### src/rtl/pad_io_ctrl.sv
// pad_io_ctrl: clocked pad-control layer between the core and the pad wrappers.
// Inputs are synchronised and optionally debounced before reaching the core.
// Outputs, output-enables and attributes are registered toward the pads.
// A sleep/retention handshake freezes pad state while the core is held.
module pad_io_ctrl #(
  parameter int NPads      = 20,
  parameter int AttrDw     = 8,
  parameter int SyncStages = 2,
  parameter int DebW       = 8
) (
  input  logic                    clk_i,
  input  logic                    rst_ni,
  input  logic [NPads-1:0]        pad_in_i,
  output logic [NPads-1:0]        core_in_o,
  input  logic [NPads-1:0]        core_out_i,
  input  logic [NPads-1:0]        core_oe_i,
  input  logic [NPads*AttrDw-1:0] attr_i,
  output logic [NPads-1:0]        pad_out_o,
  output logic [NPads-1:0]        pad_oe_o,
  output logic [NPads*AttrDw-1:0] pad_attr_o,
  input  logic [NPads-1:0]        deb_en_i,
  input  logic [DebW-1:0]         deb_thr_i,
  input  logic [NPads*2-1:0]      sleep_mode_i,
  input  logic                    sleep_req_i,
  output logic                    sleep_ack_o
);

  typedef enum logic [1:0] {
    ST_ACTIVE = 2'd0,
    ST_FREEZE = 2'd1,
    ST_SLEEP  = 2'd2,
    ST_WAKE   = 2'd3
  } state_e;

  // Wake counter must count SyncStages cycles so the synchronisers refill.
  localparam int WakeW = (SyncStages > 1) ? $clog2(SyncStages) : 1;
  localparam logic [WakeW-1:0] WakeLast = WakeW'(SyncStages - 1);

  state_e                    state_q;
  logic [WakeW-1:0]          wake_cnt_q;
  logic                      sleep_ack_q;
  logic [NPads-1:0]          hold_out_q;
  logic [NPads-1:0]          hold_oe_q;
  logic [NPads*AttrDw-1:0]   hold_attr_q;

  logic [SyncStages-1:0][NPads-1:0] sync_q;
  logic [NPads-1:0]          synced;

  logic [NPads-1:0]          core_in_q, core_in_d;
  logic [DebW-1:0]           deb_cnt_q [NPads];
  logic [DebW-1:0]           deb_cnt_d [NPads];
  logic [DebW-1:0]           thr_eff;

  logic [NPads-1:0]          pad_out_q, pad_out_d;
  logic [NPads-1:0]          pad_oe_q, pad_oe_d;
  logic [NPads*AttrDw-1:0]   pad_attr_q, pad_attr_d;

  // True when this cycle's mismatch completes the required persistence.
  function automatic logic deb_hit(input logic [DebW-1:0] cnt,
                                   input logic [DebW-1:0] thr);
    logic [DebW:0] cnt_inc;
    cnt_inc = {1'b0, cnt} + {{DebW{1'b0}}, 1'b1};
    return (cnt_inc >= {1'b0, thr});
  endfunction

  // Retention drive for one pad; returns {oe, out}.
  function automatic logic [1:0] retain(input logic [1:0] mode,
                                        input logic       held_out,
                                        input logic       held_oe);
    logic [1:0] r;
    case (mode)
      2'd0:    r = {held_oe, held_out};
      2'd1:    r = {1'b0, held_out};
      2'd2:    r = {1'b1, 1'b0};
      default: r = {1'b1, 1'b1};
    endcase
    return r;
  endfunction

  assign synced  = sync_q[SyncStages-1];
  assign thr_eff = (deb_thr_i == '0) ? {{(DebW-1){1'b0}}, 1'b1} : deb_thr_i;

  // Input synchroniser chain; keeps sampling in every state.
  always_ff @(posedge clk_i or negedge rst_ni) begin
    if (!rst_ni) begin
      sync_q <= '0;
    end else begin
      sync_q[0] <= pad_in_i;
      for (int i = 1; i < SyncStages; i++) begin
        sync_q[i] <= sync_q[i-1];
      end
    end
  end

  // Debounce / pass-through decision per pad; frozen outside ACTIVE.
  always_comb begin
    core_in_d = core_in_q;
    for (int k = 0; k < NPads; k++) begin
      deb_cnt_d[k] = '0;
      if (state_q == ST_ACTIVE) begin
        if (!deb_en_i[k]) begin
          core_in_d[k] = synced[k];
        end else if (synced[k] != core_in_q[k]) begin
          if (deb_hit(deb_cnt_q[k], thr_eff)) begin
            core_in_d[k] = synced[k];
          end else begin
            deb_cnt_d[k] = deb_cnt_q[k] + DebW'(1);
          end
        end
      end
    end
  end

  // Core-side input register and debounce counters.
  always_ff @(posedge clk_i or negedge rst_ni) begin
    if (!rst_ni) begin
      core_in_q <= '0;
      for (int k = 0; k < NPads; k++) begin
        deb_cnt_q[k] <= '0;
      end
    end else begin
      core_in_q <= core_in_d;
      for (int k = 0; k < NPads; k++) begin
        deb_cnt_q[k] <= deb_cnt_d[k];
      end
    end
  end

  // Sleep handshake FSM with hold capture and registered acknowledge.
  always_ff @(posedge clk_i or negedge rst_ni) begin
    if (!rst_ni) begin
      state_q     <= ST_ACTIVE;
      wake_cnt_q  <= '0;
      sleep_ack_q <= 1'b0;
      hold_out_q  <= '0;
      hold_oe_q   <= '0;
      hold_attr_q <= '0;
    end else begin
      case (state_q)
        ST_ACTIVE: begin
          if (sleep_req_i) begin
            state_q     <= ST_FREEZE;
            hold_out_q  <= core_out_i;
            hold_oe_q   <= core_oe_i;
            hold_attr_q <= attr_i;
          end
        end
        ST_FREEZE: begin
          state_q     <= ST_SLEEP;
          sleep_ack_q <= 1'b1;
        end
        ST_SLEEP: begin
          if (!sleep_req_i) begin
            state_q     <= ST_WAKE;
            sleep_ack_q <= 1'b0;
            wake_cnt_q  <= '0;
          end
        end
        ST_WAKE: begin
          if (wake_cnt_q == WakeLast) begin
            state_q <= ST_ACTIVE;
          end else begin
            wake_cnt_q <= wake_cnt_q + WakeW'(1);
          end
        end
        default: begin
          state_q     <= ST_ACTIVE;
          sleep_ack_q <= 1'b0;
        end
      endcase
    end
  end

  // Pad drive selection: live core values in ACTIVE, retention otherwise.
  always_comb begin
    pad_out_d  = core_out_i;
    pad_oe_d   = core_oe_i;
    pad_attr_d = attr_i;
    if (state_q != ST_ACTIVE) begin
      pad_attr_d = hold_attr_q;
      for (int k = 0; k < NPads; k++) begin
        {pad_oe_d[k], pad_out_d[k]} =
          retain(sleep_mode_i[2*k +: 2], hold_out_q[k], hold_oe_q[k]);
      end
    end
  end

  // Registered pad-side outputs.
  always_ff @(posedge clk_i or negedge rst_ni) begin
    if (!rst_ni) begin
      pad_out_q  <= '0;
      pad_oe_q   <= '0;
      pad_attr_q <= '0;
    end else begin
      pad_out_q  <= pad_out_d;
      pad_oe_q   <= pad_oe_d;
      pad_attr_q <= pad_attr_d;
    end
  end

  assign core_in_o   = core_in_q;
  assign pad_out_o   = pad_out_q;
  assign pad_oe_o    = pad_oe_q;
  assign pad_attr_o  = pad_attr_q;
  assign sleep_ack_o = sleep_ack_q;

endmodule

### config.mk
export PLATFORM = sky130hd
export DESIGN_NAME = pad_io_ctrl
export DESIGN_NICKNAME = d
export VERILOG_FILES = /design/src/rtl/pad_io_ctrl.sv
export SDC_FILE = /design/constraint.sdc
export NUM_CORES = 1
export LEC_CHECK = 0
export CORE_MARGIN = 3
export CORE_UTILIZATION = 50
export DETAILED_ROUTE_END_ITERATION = 16
export MAX_ROUTING_LAYER = met4
export PLACE_DENSITY_LB_ADDON = 0.3
export SYNTH_ARGS = -nofsm -noshare
export SYNTH_HDL_FRONTEND = slang
export SYNTH_SLANG_ARGS = --single-unit
### constraint.sdc
create_clock -name clk_i -period 3.4 [get_ports clk_i]
set_input_delay 0.68 -clock clk_i [delete_from_list [all_inputs] [get_ports clk_i]]
set_output_delay 0.68 -clock clk_i [all_outputs]
set_load 0.02 [all_outputs]
==> flow_metrics.env <==
export IMPL_outcome="complete, no violations"
export IMPL_min_period_ps=3140
export IMPL_hold_ws_ps=71.6
export IMPL_hold_path_class="in2async"
export IMPL_power_density_mw_per_mm2=834
export IMPL_period_share_pct=92.3
export IMPL_first_iter_violations=785
export IMPL_final_hold_viol_count=0
export IMPL_tightest_slew_ps=879
export IMPL_p_leak_uw=0.0163
export IMPL_portBuffers=511
export IMPL_final_cell_area_mm2=0.0371
export IMPL_cts_buffers_inserted=68
export IMPL_cp_cell_sequence="clkdlybuf4s50_1 -> nor3_1 -> a41o_2 -> buf_12 -> ha_1 -> nand2b_1 -> a2111oi_0 -> buf_4 -> a21oi_1 -> o21ai_1 -> nand4_1 -> buf_4 -> nor2b_1"
export IMPL_worst_r2r_cell_count=11
export IMPL_tns_ps=0
export IMPL_power_share_clock_pct=25.7
export IMPL_crit_path_frequent_cell="buf_4"
export IMPL_first_global_vias=21061
export IMPL_path_delay_family="buffers and inverters"
export IMPL_final_common_cell="dfrtp_1"
export IMPL_io_pins=512
export IMPL_endpoint="deb_cnt_q[63]$_DFF_PN0_"
export IMPL_cts_resized=0
export IMPL_grt_start_max_net_pins=175
export IMPL_dp_hpwl_um=54400
export IMPL_post_cts_buffers=0
export IMPL_crit_type="in2reg"
export IMPL_ys_seq_area_share_pct=55.3
export IMPL_slowest_stage="clkdlybuf4s50_1"
export IMPL_synth_nets=2701
export IMPL_ys_warn_count=0
export IMPL_critPathMaxStageDelay_ps=660
export IMPL_clk_latency_ps=610
export IMPL_slew_viol_final=0
export IMPL_avgRoutedWirePerCell_um=20.6
export IMPL_start_kind="input port"
export IMPL_rsz0062_at_grt="false"
export IMPL_die_w_um=244
export IMPL_drc=0
export IMPL_num_vias=19312
export IMPL_grt_usage_pct=26.0
export IMPL_viasPerCell=5.31
export IMPL_die_area_mm2=0.0594
export IMPL_synth_flop_cell="dfrtp_1"
export IMPL_ctsHoldBuffers=0
export IMPL_cts_tree="yes"
export IMPL_cts_buffer_depth=3
export IMPL_synth_cell_type_count=62
export IMPL_p_sw_share_pct=32.5
export IMPL_grt_pass1_wl_um=117000
export IMPL_synth_edf_count=0
export IMPL_switchingPower_uw=10100
export IMPL_worst_slack_ps=262
export IMPL_rrSetupSlack_ps=400
export IMPL_core_area_mm2=0.0555
export IMPL_path_depth=13
export IMPL_netlist_area_mm2=0.0282
export IMPL_cp_max_fo=11
export IMPL_cts_sinks=624
export IMPL_die_h_um=244
export IMPL_fin_util_pct=66.9
export IMPL_area_delta_synth_final_pct=31.5
export IMPL_reg2reg_to="deb_cnt_q[111]$_DFF_PN0_"
export IMPL_worst_ir_drop_vdd_mv=1.20
export IMPL_cp_required_ps=3920
export IMPL_wl_um=74800
export IMPL_crit_buf_inv=4
export IMPL_ant_nets=0
export IMPL_critPathArrivalTime_ps=3660
export IMPL_slew_headroom_pct=41.4
export IMPL_worstReg2RegStart="deb_cnt_q[104]$_DFF_PN0_"
export IMPL_rows=86
export IMPL_final_cell_mix="dfrtp_1, clkdlybuf4s50_1, mux2_2, ha_1, nand2_1"
export IMPL_worst_clock_skew_ps=13.7
export IMPL_start_util_pct=50.9
export IMPL_dr_pass1_iters=5
export IMPL_cts_root_buf="clkbuf_16"
export IMPL_synth_seq_cells=624
export IMPL_crit_start="deb_thr_i[2]"
export IMPL_p_seq_share_pct=36.9
export IMPL_n_fill_cell=4072
export IMPL_avgSynthCellArea_um2=12.6
export IMPL_drive_gt1_share_pct=20.6
export IMPL_place_ws_ps=-318
export IMPL_multiInputGateArea_mm2=0.0120
export IMPL_dpl_cell_area_mm2=0.0346
export IMPL_grt_overflow=0
export IMPL_power_frac_comb_pct=37.4
export IMPL_end_kind="flip-flop"
export IMPL_seq_area_mm2=0.0156
export IMPL_antenna_found_initial=19
export IMPL_syn_inst=2246
export IMPL_max_cap_viol_count=0
export IMPL_gp_congestion=0.879
export IMPL_path_clk_slew_ps=60
export IMPL_setup_viol=0
export IMPL_p_int_uw=20900
export IMPL_nNetsFinal=3273
export IMPL_htree_levels=3
export IMPL_fmax_ghz=0.319
export IMPL_synthArstFlopShare_pct=100
-- worst min path at each step --
| stage | endpoint | slack, ps | depth (start not counted) |
|---|---|---|---|
| floorplan | synced[0]$_DFF_PN0_ | 330 | 0 |
| global placement | synced[1]$_DFF_PN0_ | 330 | 0 |
| detailed placement | synced[14]$_DFF_PN0_ | 340 | 0 |
| CTS | deb_cnt_q[36]$_DFF_PN0_ | 80 | 1 |
| global route | deb_cnt_q[36]$_DFF_PN0_ | 100 | 1 |
| finish | deb_cnt_q[39]$_DFF_PN0_ | 70 | 1 |
-- final cells by class --
cell class | instances | share of cell area, %
clock inverters | 25 | 1.22
clock buffers | 98 | 5.37
repair buffers | 570 | 15.6
inverters | 75 | 0.758
flip-flops and latches | 624 | 42.0
multi-input cells | 1479 | 32.4
well taps | 748 | 2.52
diodes | 19 | 0.128
-- synthesized netlist by cell type, drive strengths merged, types with 5 or more instances --
cell type	n	area share, %
nand4	9	0.22
clkbuf	51	0.71
nor2b	113	2.7
or2	7	0.16
a21o	8	0.21
xnor2	85	2.7
a21boi	5	0.13
a21oi	72	1.3
a31oi	6	0.13
inv	75	1.0
and3	9	0.20
mux2i	21	0.74
nor2	126	1.7
a311o	8	0.28
a221oi	8	0.34
a211oi	9	0.24
dfrtp	624	55
nand3	93	1.6
o311ai	8	0.25
or3b	6	0.19
maj3	11	0.39
nand2b	15	0.33
o21a	6	0.16
ha	164	7.3
buf	17	0.49
xor2	55	1.7
nand2	142	1.9
o21ai	68	1.2
mux2	373	15
o211ai	11	0.29
or3	5	0.11
a2111oi	5	0.16
-- metrics by stage --
| stage | power, uW | instances |
|---|---|---|
| 6_report | 31000 | 3638 |
| 5_1_grt | 32500 | 3638 |
| 4_1_cts | 31200 | 3619 |
| 3_5_place_dp | 23100 | 3496 |
| 3_3_place_gp | 22700 | 3496 |
| 2_1_floorplan | 17800 | 2246 |
-- registers in the layout, summed over array words and instances (netlist names) --
register,cells
core_in_o,20
deb_cnt_q,160
hold_attr_q,160
hold_oe_q,20
hold_out_q,20
pad_attr_o,160
pad_oe_o,20
pad_out_o,20
sleep_ack_o,1
state_q,2
sync_q,20
synced,20
wake_cnt_q,1
-- cells by family after synthesis --
logic type	Yosys count	share of synthesized area (%)
fa+ha+maj	175	7.65
xor+xnor	140	4.45
buf+inv	143	2.20
compound gates	229	5.16
simple gates	541	9.64
flops	624	55.3
mux	394	15.6
-- worst register-to-register path, cell delays in order (launching register included) --
cell and delay (ps):
dfrtp_1 410, ha_1 240, nand2_1 90, nor2_1 140
xor2_1 250, ha_1 300, a21oi_1 160, o21ai_0 100
a2111oi_0 410, o31ai_1 150, or3b_1 510, nor2b_1 160
-- per-layer routing --
| layer | vias up | global-route usage [%] | wire length (um) |
|---|---|---|---|
| met5 | - | - | 0 |
| met4 | 0 | 8.07 | 2050 |
| met3 | 127 | 8.57 | 5510 |
| met2 | 474 | 43.7 | 37900 |
| met1 | 9719 | 29.6 | 29400 |
| li1 | 8992 | - | - |
-- power groups by stage --
stage          registers, uW  logic (uW)  clock network (uW)
2_1_floorplan          12900        4940                   0
3_3_place_gp           11400       11300                   0
3_5_place_dp           11500       11600                   0
4_1_cts                11400       11700                8130
5_1_grt                11700       12300                8440
6_report               11400       11600                7960
No activity file was read; power rests on OpenSTA's default activity.
